--- config.mk ---
export PLATFORM = sky130hd
export DESIGN_NAME = laser_host
export DESIGN_NICKNAME = d
export VERILOG_FILES = /design/src/rtl/laser_host.sv
export SDC_FILE = /design/constraint.sdc
export NUM_CORES = 1
export LEC_CHECK = 0
export CAP_MARGIN = 20
export CORE_ASPECT_RATIO = 2
export CORE_MARGIN = 2
export CORE_UTILIZATION = 30
export CTS_BUF_LIST = sky130_fd_sc_hd__clkbuf_8
export DETAILED_ROUTE_END_ITERATION = 6
export PLACE_DENSITY_LB_ADDON = 0.08
export SLEW_MARGIN = 20
export SYNTH_ARGS = -nofsm -noshare
export SYNTH_HDL_FRONTEND = slang
export SYNTH_SLANG_ARGS = --single-unit
export TNS_END_PERCENT = 1
--- constraint.sdc ---
create_clock -name CLK -period 10.59 [get_ports CLK]
set_clock_uncertainty 0.1 [all_clocks]
set_input_delay 1.059 -clock CLK [delete_from_list [all_inputs] [get_ports CLK]]
set_output_delay 1.059 -clock CLK [all_outputs]
set_load 0.005 [all_outputs]
--- src/rtl/laser_host.sv ---
// Host-side driver and scorer for the two-circle laser coverage engine.
// Loads a point table, streams it to the engine, captures the centres and counts covered points.
module laser_host #(
    parameter int NPTS        = 40,
    parameter int RADIUS_SQ   = 16,
    parameter int TIMEOUT_CYC = 4096
) (
    input  logic       CLK,
    input  logic       RST,
    input  logic       START,
    input  logic       LOAD_EN,
    input  logic [5:0] LOAD_ADDR,
    input  logic [3:0] LOAD_X,
    input  logic [3:0] LOAD_Y,
    output logic       DUT_RST,
    output logic [3:0] X,
    output logic [3:0] Y,
    input  logic [3:0] C1X,
    input  logic [3:0] C1Y,
    input  logic [3:0] C2X,
    input  logic [3:0] C2Y,
    input  logic       DONE,
    output logic       BUSY,
    output logic [5:0] COVER,
    output logic       RESULT_VALID,
    output logic       TIMEOUT
);

    typedef enum logic [2:0] {
        S_IDLE, S_RST_DUT, S_SEND, S_WAIT, S_SCORE, S_REPORT
    } state_t;

    localparam logic [5:0]  LAST_IDX = 6'(NPTS - 1);
    localparam logic [5:0]  NPTS_W   = 6'(NPTS);
    localparam logic [15:0] TO_LAST  = 16'(TIMEOUT_CYC - 1);
    localparam logic [8:0]  RAD_W    = 9'(RADIUS_SQ);

    // Distances are unsigned magnitudes, so the square and sum never wrap.
    function automatic logic in_circle(input logic [3:0] px, input logic [3:0] py,
                                       input logic [3:0] cx, input logic [3:0] cy);
        logic [3:0] dx;
        logic [3:0] dy;
        logic [7:0] sqx;
        logic [7:0] sqy;
        logic [8:0] sum;
        dx  = (px >= cx) ? (px - cx) : (cx - px);
        dy  = (py >= cy) ? (py - cy) : (cy - py);
        sqx = {4'd0, dx} * {4'd0, dx};
        sqy = {4'd0, dy} * {4'd0, dy};
        sum = {1'b0, sqx} + {1'b0, sqy};
        return (sum <= RAD_W);
    endfunction

    state_t      state_q, state_d;
    logic [7:0]  tab_q [NPTS];
    logic [5:0]  idx_q, idx_d;
    logic [15:0] cnt_q, cnt_d;
    logic [3:0]  x_q, x_d, y_q, y_d;
    logic        dut_rst_q, dut_rst_d;
    logic        busy_q, busy_d;
    logic [5:0]  cover_q, cover_d;
    logic        rv_q, rv_d;
    logic        timeout_q, timeout_d;
    logic [3:0]  c1x_q, c1x_d, c1y_q, c1y_d, c2x_q, c2x_d, c2y_q, c2y_d;
    logic [7:0]  pt_s;
    logic        covered_s;

    assign pt_s      = tab_q[idx_q];
    assign covered_s = in_circle(pt_s[7:4], pt_s[3:0], c1x_q, c1y_q) |
                       in_circle(pt_s[7:4], pt_s[3:0], c2x_q, c2y_q);

    // Point table: writable only while idle, out-of-range writes dropped.
    always_ff @(posedge CLK) begin
        if (RST) begin
            for (int i = 0; i < NPTS; i++) begin
                tab_q[i] <= 8'd0;
            end
        end else if ((state_q == S_IDLE) && LOAD_EN && (LOAD_ADDR < NPTS_W)) begin
            tab_q[LOAD_ADDR] <= {LOAD_X, LOAD_Y};
        end
    end

    // Next-state and registered-output computation.
    always_comb begin
        state_d   = state_q;
        idx_d     = idx_q;
        cnt_d     = cnt_q;
        x_d       = 4'd0;
        y_d       = 4'd0;
        dut_rst_d = 1'b0;
        cover_d   = cover_q;
        rv_d      = 1'b0;
        timeout_d = timeout_q;
        c1x_d     = c1x_q;
        c1y_d     = c1y_q;
        c2x_d     = c2x_q;
        c2y_d     = c2y_q;
        case (state_q)
            S_IDLE: begin
                if (START) begin
                    state_d   = S_RST_DUT;
                    dut_rst_d = 1'b1;
                    cover_d   = 6'd0;
                    timeout_d = 1'b0;
                end else begin
                    state_d = S_IDLE;
                end
            end
            S_RST_DUT: begin
                state_d    = S_SEND;
                idx_d      = 6'd0;
                {x_d, y_d} = tab_q[0];
            end
            S_SEND: begin
                if (idx_q == LAST_IDX) begin
                    state_d = S_WAIT;
                    cnt_d   = 16'd0;
                end else begin
                    idx_d      = idx_q + 6'd1;
                    {x_d, y_d} = tab_q[idx_q + 6'd1];
                end
            end
            S_WAIT: begin
                if (DONE) begin
                    state_d = S_SCORE;
                    idx_d   = 6'd0;
                    c1x_d   = C1X;
                    c1y_d   = C1Y;
                    c2x_d   = C2X;
                    c2y_d   = C2Y;
                end else if (cnt_q == TO_LAST) begin
                    state_d   = S_REPORT;
                    timeout_d = 1'b1;
                    cover_d   = 6'd0;
                    rv_d      = 1'b1;
                end else begin
                    cnt_d = cnt_q + 16'd1;
                end
            end
            S_SCORE: begin
                if (covered_s) begin
                    cover_d = cover_q + 6'd1;
                end else begin
                    cover_d = cover_q;
                end
                if (idx_q == LAST_IDX) begin
                    state_d = S_REPORT;
                    rv_d    = 1'b1;
                end else begin
                    idx_d = idx_q + 6'd1;
                end
            end
            S_REPORT: begin
                state_d = S_IDLE;
            end
            default: begin
                state_d = S_IDLE;
            end
        endcase
        busy_d = (state_d != S_IDLE);
    end

    // State and output registers with synchronous reset.
    always_ff @(posedge CLK) begin
        if (RST) begin
            state_q   <= S_IDLE;
            idx_q     <= 6'd0;
            cnt_q     <= 16'd0;
            x_q       <= 4'd0;
            y_q       <= 4'd0;
            dut_rst_q <= 1'b1;
            busy_q    <= 1'b0;
            cover_q   <= 6'd0;
            rv_q      <= 1'b0;
            timeout_q <= 1'b0;
            c1x_q     <= 4'd0;
            c1y_q     <= 4'd0;
            c2x_q     <= 4'd0;
            c2y_q     <= 4'd0;
        end else begin
            state_q   <= state_d;
            idx_q     <= idx_d;
            cnt_q     <= cnt_d;
            x_q       <= x_d;
            y_q       <= y_d;
            dut_rst_q <= dut_rst_d;
            busy_q    <= busy_d;
            cover_q   <= cover_d;
            rv_q      <= rv_d;
            timeout_q <= timeout_d;
            c1x_q     <= c1x_d;
            c1y_q     <= c1y_d;
            c2x_q     <= c2x_d;
            c2y_q     <= c2y_d;
        end
    end

    assign DUT_RST      = dut_rst_q;
    assign X            = x_q;
    assign Y            = y_q;
    assign BUSY         = busy_q;
    assign COVER        = cover_q;
    assign RESULT_VALID = rv_q;
    assign TIMEOUT      = timeout_q;

endmodule

# Word level (Yosys, flattened, before mapping)
# Memory sizes are Yosys's and may differ from the RTL's. A register that Yosys moved wholly into a read port is not among the register bits.
# Cells that the tools add are included.
[totals]
register_bits = 59
ram_bits = 320
input_bits = 35
output_inout_bits = 18
mem_count = 1
[op_classes]
n_addsub = 13
mul = 4
order_cmp = 7
eq_ne = 14
n_mux = 46
bitwise_logic = 1
reduce_logical = 15
[memory_table]
columns = ["memory", "depth", "word_bits", "read_ports", "rd_ports_with_merged_regs", "write_ports", "line_no", "source"]
rows = [
  ["tab_q", 40, 8, 3, 1, 40, "55", "logic [7:0] tab_q [NPTS];"],
]
[op_table]
columns = ["cell", "n"]
rows = [
  ["6-bit two-way mux", 9],
  ["16-bit two-way mux", 3],
  ["6-bit case mux with 3 select lines", 2],
  ["4-bit by 4-bit multiplier with 8-bit output", 4],
  ["16-bit case mux with 2 select lines", 1],
  ["4-bit subtractor", 8],
  ["4-bit two-way mux", 6],
  ["8-bit by 8-bit adder with 9-bit output", 2],
  ["9-bit by 5-bit less-or-equal comparator with 1-bit output, second input constant", 2],
  ["16-bit by 1-bit adder with 16-bit output, second input constant", 1],
  ["16-bit by 12-bit equality test with 1-bit output, second input constant", 1],
  ["4-bit greater-or-equal comparator", 4],
  ["2-bit != test, second input constant", 8],
  ["4-bit case mux with 2 select lines", 2],
  ["1-bit two-way mux", 15],
  ["3-bit case mux with 5 select lines", 1],
  ["6-bit by 1-bit adder with 6-bit output, second input constant", 2],
  ["3-bit two-way mux", 4],
  ["3-bit nonzero test", 3],
  ["8-bit two-way mux", 1],
  ["4-bit AND reduction", 2],
  ["8-bit OR reduction", 1],
  ["3-bit by 2-bit equality test with 1-bit output, second input constant", 2],
  ["6-bit equality test, second input constant", 1],
  ["other kinds (12)", 15],
]

# Logic depth before layout (Yosys ltp)
# Gate-level depths: netlist (run 1).
[logic_depth]
depth_word = 8
mapped_depth = 33
ltp_nobuf = 30

# Worst setup path before layout (run 1)
# Ideal clock, no wire load.
[synth_path]
path_type = "reg-to-reg"
startpoint = "register with a tool-made name"
endpoint = "register cover_q[0] (netlist: COVER[0])"
setup_time_ns = 0.128
arrival_ns = 8.081
required_time_ns = 10.362
setup_slack_ns = 2.282
stages_incl_launch_ff = 30
n_path_buf = 1
path_cell_list = "dfxtp_1 clkbuf_1 mux4_2 mux4_2 mux4_2 inv_2 ha_1 inv_1 fa_1 a21o_1 a21o_1 a21oi_1 mux2i_1 xnor2_1 or2_2 fa_1 fa_1 fa_1 inv_1 fa_1 ha_1 inv_1 fa_1 nor2b_1 o32a_1 o221ai_1 a211o_1 a21oi_1 mux2i_1 nor2_1"
[synth_rtl]
columns = ["item", "line_no", "source"]
rows = [
  ["to (signal assigned)", "188", "cover_q <= cover_d;"],
  ["to (decl)", "61", "logic [5:0] cover_q, cover_d;"],
]

==> out/qor.txt, run 1 <==
Max frequency: 104 MHz
Starting Density: 30.2%
Vias: 19,230
Placer Congestion: 0.809
Critical-path top delay cell: dfxtp_4
Final core occ: 34.8%
FFs w/ async S/R, synth: 0%
Max-Slew Margin vs Limit: 36.9%
Area growth syn-to-layout: 15.5%
Dpl ws: 0.829 ns
Vias in the first global route: 21,098
DRT Pass-1 Iters: 5
Post-Synthesis Cells: 2,163
GRT overflow: 0
Mean number of vias per cell: 4.98
Critical setup path kind: flip-flop to flip-flop
Die area: 106,000 um^2
Peak fanout along the critical path: 26
Flops & latches, synth: 577
Largest net degree at the start of global routing: 83
Share of layout cells above drive strength 1: 22.3%
Endpoint class of the critical path: flip-flop
Clk slew on worst S/H paths: 0.07 ns
CTS Sinks: 577
Peak per-stage delay on the critical path: 0.64 ns
Clock root buffer: clkbuf_8
Initial antenna violation count: 1
Die W: 232 um
Result of the run: completed
Number of max-cap violations: 0
Max clock buf depth: 3
Final hold viol count: 0
Cell Area, Synth: 31,100 um^2
Core area: 103,000 um^2
FF/Latch Area: 16,700 um^2
Crit-path most repeated cell: fa_1
Req. time, crit path: 11.14 ns
Worst Setup Start Kind: flip-flop
Worst hold slack: 0.363 ns
Avg Cell Area, Syn: 14.4 um^2
Post-route setup slack: 0.965 ns
EDFF count, synth: 512
CTS Buf Count: 95
Fin crit period: 9.63 ns
Synth unique cells: 55
Total Negative Setup Slacks: 0 ns
H-tree depth: 3
Leakage: 12.8 nW
Final Cycle Share: 90.9%
FP Rows: 167
Ys flop type: edfxtp_1
Final Max Slew Viols: 0
Setup Fix Bufs, Post-CTS: 0
Hpwl dp: 72.9 mm
Post-route DRC: 0
I/O Buffers: 52
Iter 0 DRT Violations: 1,207
Hold buffer count at CTS: 0
Power density over cell area: 153 nW/um^2
RSZ-0062 raised after global routing: false
Worst-Margin Slew: 0.942 ns
I/O pins: 53
Final non-filler cell total: 3,862
Worst skew pair latency: 0.79 ns
First-pass GRT wire length: 151 mm
Peak VDD IR: 89.9 uV
WP data arrival: 10.18 ns
Yosys warnings: 0
DR WL/cell: 27.2 um
CTS tree: yes
Gr usage total: 20.1%
Die Y: 460 um
Cts repair resizes: 0
Multi-input gate area: 14,300 um^2
FILL cells: 10,146
Post-route ant nets: 0
Final setup vio count: 0
Detailed Route WL: 105 mm
Worst hold path class: flip-flop to flip-flop
DP Cell Count: 3,682
Final nets: 2,557
Sequential area share after synthesis: 53.6%
through the flow:
step	area (um^2)	power [mW]
4_1_cts	36000	5.61
2_1_floorplan	31800	3.24
5_1_grt	36000	5.77
6_report	36000	5.51
3_5_place_dp	34000	3.53
3_3_place_gp	34000	3.52
cells by family after synthesis:
group | after synthesis | synth area share, %
AND/OR/NAND/NOR | 773 | 13.2
buffers and inverters | 219 | 2.79
other | 1 | 0.0120
flip-flops | 577 | 53.6
multiplexers | 320 | 21.9
AO/OA/AOI/OAI | 147 | 3.06
XOR/XNOR | 31 | 0.872
adder cells (fa/ha/maj) | 95 | 4.54
critical path: cells and delay by family, from the launching register on:
family	cells	cell delay, ns
adders and majority gates	7	2.96
AOI/OAI and AO/OA	7	1.71
muxes	4	1.54
buffers and inverters	6	1.17
and+or+nand+nor	6	0.79
DFF	1	0.64
xor gates and xnor gates	1	0.48
worst paths after layout:
| path | startpoint | endpoint | slack, ns | depth (start not counted) |
|---|---|---|---|---|
| setup / recovery | flip-flop | COVER[0]$_SDFFE_PP0P_ | 0.96 | 31 |
| hold / removal | c1y_q[3]$_SDFFE_PP0P_ | c1y_q[3]$_SDFFE_PP0P_ | 0.36 | 2 |
| setup reg to reg | flip-flop | COVER[0]$_SDFFE_PP0P_ | 0.96 | 31 |
| hold reg to reg | c1y_q[3]$_SDFFE_PP0P_ | c1y_q[3]$_SDFFE_PP0P_ | 0.36 | 2 |
power by group:
part | internal (mW) | switching, mW | total [mW]
clock network | 1.05 | 1.01 | 2.05
logic | 0.354 | 0.444 | 0.798
registers | 2.59 | 0.0711 | 2.66
total | 3.99 | 1.52 | 5.51
area by class of cell:
| type | instances | area share [%] |
|---|---|---|
| flip-flops and latches | 577 | 46.4 |
| multi-input cells | 1558 | 39.9 |
| well taps | 1352 | 4.70 |
| clock buffers | 106 | 4.06 |
| repair buffers | 116 | 2.87 |
| clock inverters | 72 | 1.25 |
| inverters | 79 | 0.825 |
| diodes | 2 | 0.0139 |
synth_stat cells (4+ instances only):
master    instances  area (um^2)
edfxtp_1        512        15400
and2_1          330         2060
mux4_2          289         6510
nand2_1         151          567
nor2_1          121          454
clkbuf_1        109          409
inv_1            78          293
dfxtp_1          65         1300
ha_1             65          813
a21oi_1          49          245
nand3_1          49          245
or2_2            47          294
fa_1             30          601
mux2i_1          26          260
a21o_1           22          165
buf_2            22          110
nand2b_1         19          119
xor2_1           18          158
a31oi_1          17          106
a211oi_1         15          113
nand4_1          13         81.3
nor2b_1          13         81.3
xnor2_1          13          114
and3_1            9         56.3
a32oi_1           7         61.3
o211ai_1          6         45.0
o21ai_0           6         30.0
buf_4             5         37.5
mux2_2            5         56.3
o21ai_1           5         25.0
buf_1             4         15.0
o21bai_1          4         30.0
state kept, by name (all words and copies together), names as in the netlist, named ones only:
name	flops
BUSY	1
COVER	6
DUT_RST	1
RESULT_VALID	1
TIMEOUT	1
X	4
Y	4
c1x_q	4
c1y_q	4
c2x_q	4
c2y_q	4
cnt_q	16
idx_q	6
state_q	3
tab_q	512
layout by cell type (no fill, tap or decap), drive strengths merged, types with 3 or more instances in the layout:
cell type and n:
edfxtp 512, and2 331, mux4 289, conb 192
nand2 151, nor2 121, inv 111, clkbuf 106
buf 73, ha 65, dfxtp 65, nand3 49
a21oi 49, or2 47, clkdlybuf4s50 43, clkinv 34
fa 30, mux2i 26, a21o 22, nand2b 19
xor2 18, a31oi 17, a211oi 15, nand4 13
nor2b 13, xnor2 13, o21ai 11, and3 9
a32oi 7, o211ai 6, mux2 5, bufinv 5
o21bai 4, or3 3, nand3b 3, nor4 3
nor3 3, o21a 3
metal layers:
layer | global-route usage, % | share of wire [%]
met1 | 20.6 | 35
met2 | 39.1 | 57
met3 | 2.74 | 3.3
met4 | 9.74 | 4.9
met5 | 0 | 0
Note: power is estimated with default switching activity, not from simulation.
==> inputs of run 2 (changes only) <==
CORE_UTILIZATION = 65   (was 30)
==> out/qor.txt, run 2 (synthesized netlist as in run 1, its figures left out) <==
Result of the run: completed
Post-route DRC: 0 (unchanged)
Number of max-cap violations: 0 (unchanged)
Clock root buffer: clkbuf_8
Critical setup path kind: flip-flop to flip-flop
Core area: 47,400 um^2 (-54%)
RSZ-0062 raised after global routing: false
Worst hold slack: 0.364 ns (+0.00180 ns)
CTS Buf Count: 80 (-16%)
I/O pins: 53 (unchanged)
Power density over cell area: 151 nW/um^2 (-1.7%)
Hold buffer count at CTS: 0 (unchanged)
CP Buf/Inv Count: 4 (-2)
Max FFs per register: 512 (unchanged)
DRT Pass-1 Iters: 6 (+1)
Final setup vio count: 0 (unchanged)
Multi-input gate area: 14,300 um^2 (about the same)
Die W: 159 um (-32%)
Detailed Route WL: 84.3 mm (-20%)
Total power: 5.22 mW (-5.3%)
FF/Latch Area: 16,700 um^2 (about the same)
Area growth syn-to-layout: 11.3%
FILL cells: 3,081 (-70%)
Seq pwr share: 51.0% (+2.7 points)
Initial antenna violation count: 4 (+3)
Worst skew pair latency: 0.68 ns (-0.11 ns)
Worst hold path class: flip-flop to flip-flop
Worst Setup Start Kind: flip-flop
Clk slew on worst S/H paths: 0.08 ns (about the same)
Pint: 3.87 mW (-3.1%)
CP top delay family: adder cells
Starting Density: 65.7% (+36 points)
Fin crit period: 9.54 ns (-0.0815 ns)
Final non-filler cell total: 3,090 (-20%)
Biggest regs: tab_q x512, cnt_q x16
Final Cycle Share: 90.1% (-0.77 points)
Final Max Slew Viols: 0 (unchanged)
Die Y: 313 um (-32%)
Total Negative Setup Slacks: 0 ns (unchanged)
Max clock buf depth: 3 (unchanged)
Switching share of power: 25.9% (-1.7 points)
Vias in the first global route: 21,159 (+0.29%)
Critical-path top delay cell: dfxtp_4
Share of layout cells above drive strength 1: 21.1% (-1.2 points)
Placer Congestion: 0.959 (+19%)
Max-Slew Margin vs Limit: 25.7% (-11 points)
Largest Register: tab_q
Post-route ant nets: 0 (unchanged)
DP Cell Count: 2,942 (-20%)
DR WL/cell: 27.3 um (+0.16%)
Max frequency: 105 MHz (+0.85%)
I/O Buffers: 52 (unchanged)
FP Rows: 113 (-32%)
Setup Fix Bufs, Post-CTS: 0 (unchanged)
Peak VDD IR: 134 uV (+49%)
Leakage: 12.5 nW (-2.4%)
Net Sw Power: 1.35 mW (-11%)
Most frequent cells in the layout: edfxtp_1 (512), and2_1 (330), mux4_2 (289)
CTS tree: yes
Mean number of vias per cell: 6.45 (+29%)
Endpoint class of the critical path: flip-flop
Peak fanout along the critical path: 46 (+77%)
Clock share of power: 34.3% (-2.9 points)
WP data arrival: 9.97 ns (-0.21 ns)
Iter 0 DRT Violations: 1,932 (+60%)
Crit-path most repeated cell: fa_1
GRT overflow: 0 (unchanged)
H-tree depth: 3 (unchanged)
Final nets: 2,522 (-1.4%)
Req. time, crit path: 11.02 ns (-0.12 ns)
Vias: 19,924 (+3.6%)
CTS Sinks: 577 (unchanged)
Cts repair resizes: 0 (unchanged)
Hpwl dp: 58.0 mm (-20%)
Worst-Margin Slew: 1.11 ns (+0.172 ns)
Gr usage total: 35.1% (+15 points)
Most common cell after layout, fill and taps aside: edfxtp_1
First-pass GRT wire length: 127 mm (-16%)
Final hold viol count: 0 (unchanged)
Die area: 49,800 um^2 (-53%)
Peak per-stage delay on the critical path: 0.80 ns (+0.16 ns)
Combinational share of power: 14.6% (about the same)
Largest net degree at the start of global routing: 100 (+20%)
-- run 2: cell type report --
cell class,instances,share of cell area (%)
diodes,1,0.00722
clock buffers,86,3.42
clock inverters,61,1.32
inverters,79,0.856
multi-input cells,1558,41.4
flip-flops and latches,577,48.2
well taps,632,2.28
repair buffers,96,2.56
-- run 2: worst register-to-register path: cells and delay by family (launching register included) --
family / cells / cell delay [ns]
adder cells (fa/ha/maj): 7 / 3.13
AO/OA/AOI/OAI: 8 / 2.24
multiplexers: 5 / 1.69
flip-flops: 1 / 0.80
buffers and inverters: 4 / 0.75
AND/OR/NAND/NOR: 3 / 0.54
XOR/XNOR: 1 / 0.17
-- run 2: power groups by stage --
stage / registers (mW) / logic [mW] / clock network (mW)
2_1_floorplan: 2.67 / 0.568 / 0
3_3_place_gp: 2.70 / 0.735 / 0
3_5_place_dp: 2.71 / 0.758 / 0
4_1_cts: 2.66 / 0.762 / 1.81
5_1_grt: 2.68 / 0.842 / 1.89
6_report: 2.67 / 0.764 / 1.79
-- run 2: stage by stage --
stage	utilization (%)	setup slack, ns	instance area (um^2)
floorplan	-	2.28	31800
global placement	69.7	1.17	33000
detailed placement	69.7	1.03	33000
CTS	73.1	1.02	34600
global route	73.1	0.646	34600
finish	73.1	1.05	34600
-- run 2: final timing paths --
| check | start | end | slack [ns] | depth (start not counted) |
|---|---|---|---|---|
| worst max register to register | flip-flop | COVER[0]$_SDFFE_PP0P_ | 1.05 | 28 |
| worst max-delay path | flip-flop | COVER[0]$_SDFFE_PP0P_ | 1.05 | 28 |
| worst min-delay path | c1x_q[3]$_SDFFE_PP0P_ | c1x_q[3]$_SDFFE_PP0P_ | 0.36 | 2 |
| worst min register to register | c1x_q[3]$_SDFFE_PP0P_ | c1x_q[3]$_SDFFE_PP0P_ | 0.36 | 2 |
-- run 2: routing by layer --
| layer | vias to the layer above | share of wire (%) | GRT usage, % |
|---|---|---|---|
| met5 | - | 0.043 | 0 |
| met4 | 6 | 9.8 | 29.2 |
| met3 | 398 | 8.3 | 6.20 |
| met2 | 1209 | 53 | 62.4 |
| met1 | 9884 | 29 | 35.8 |
| li1 | 8427 | - | - |
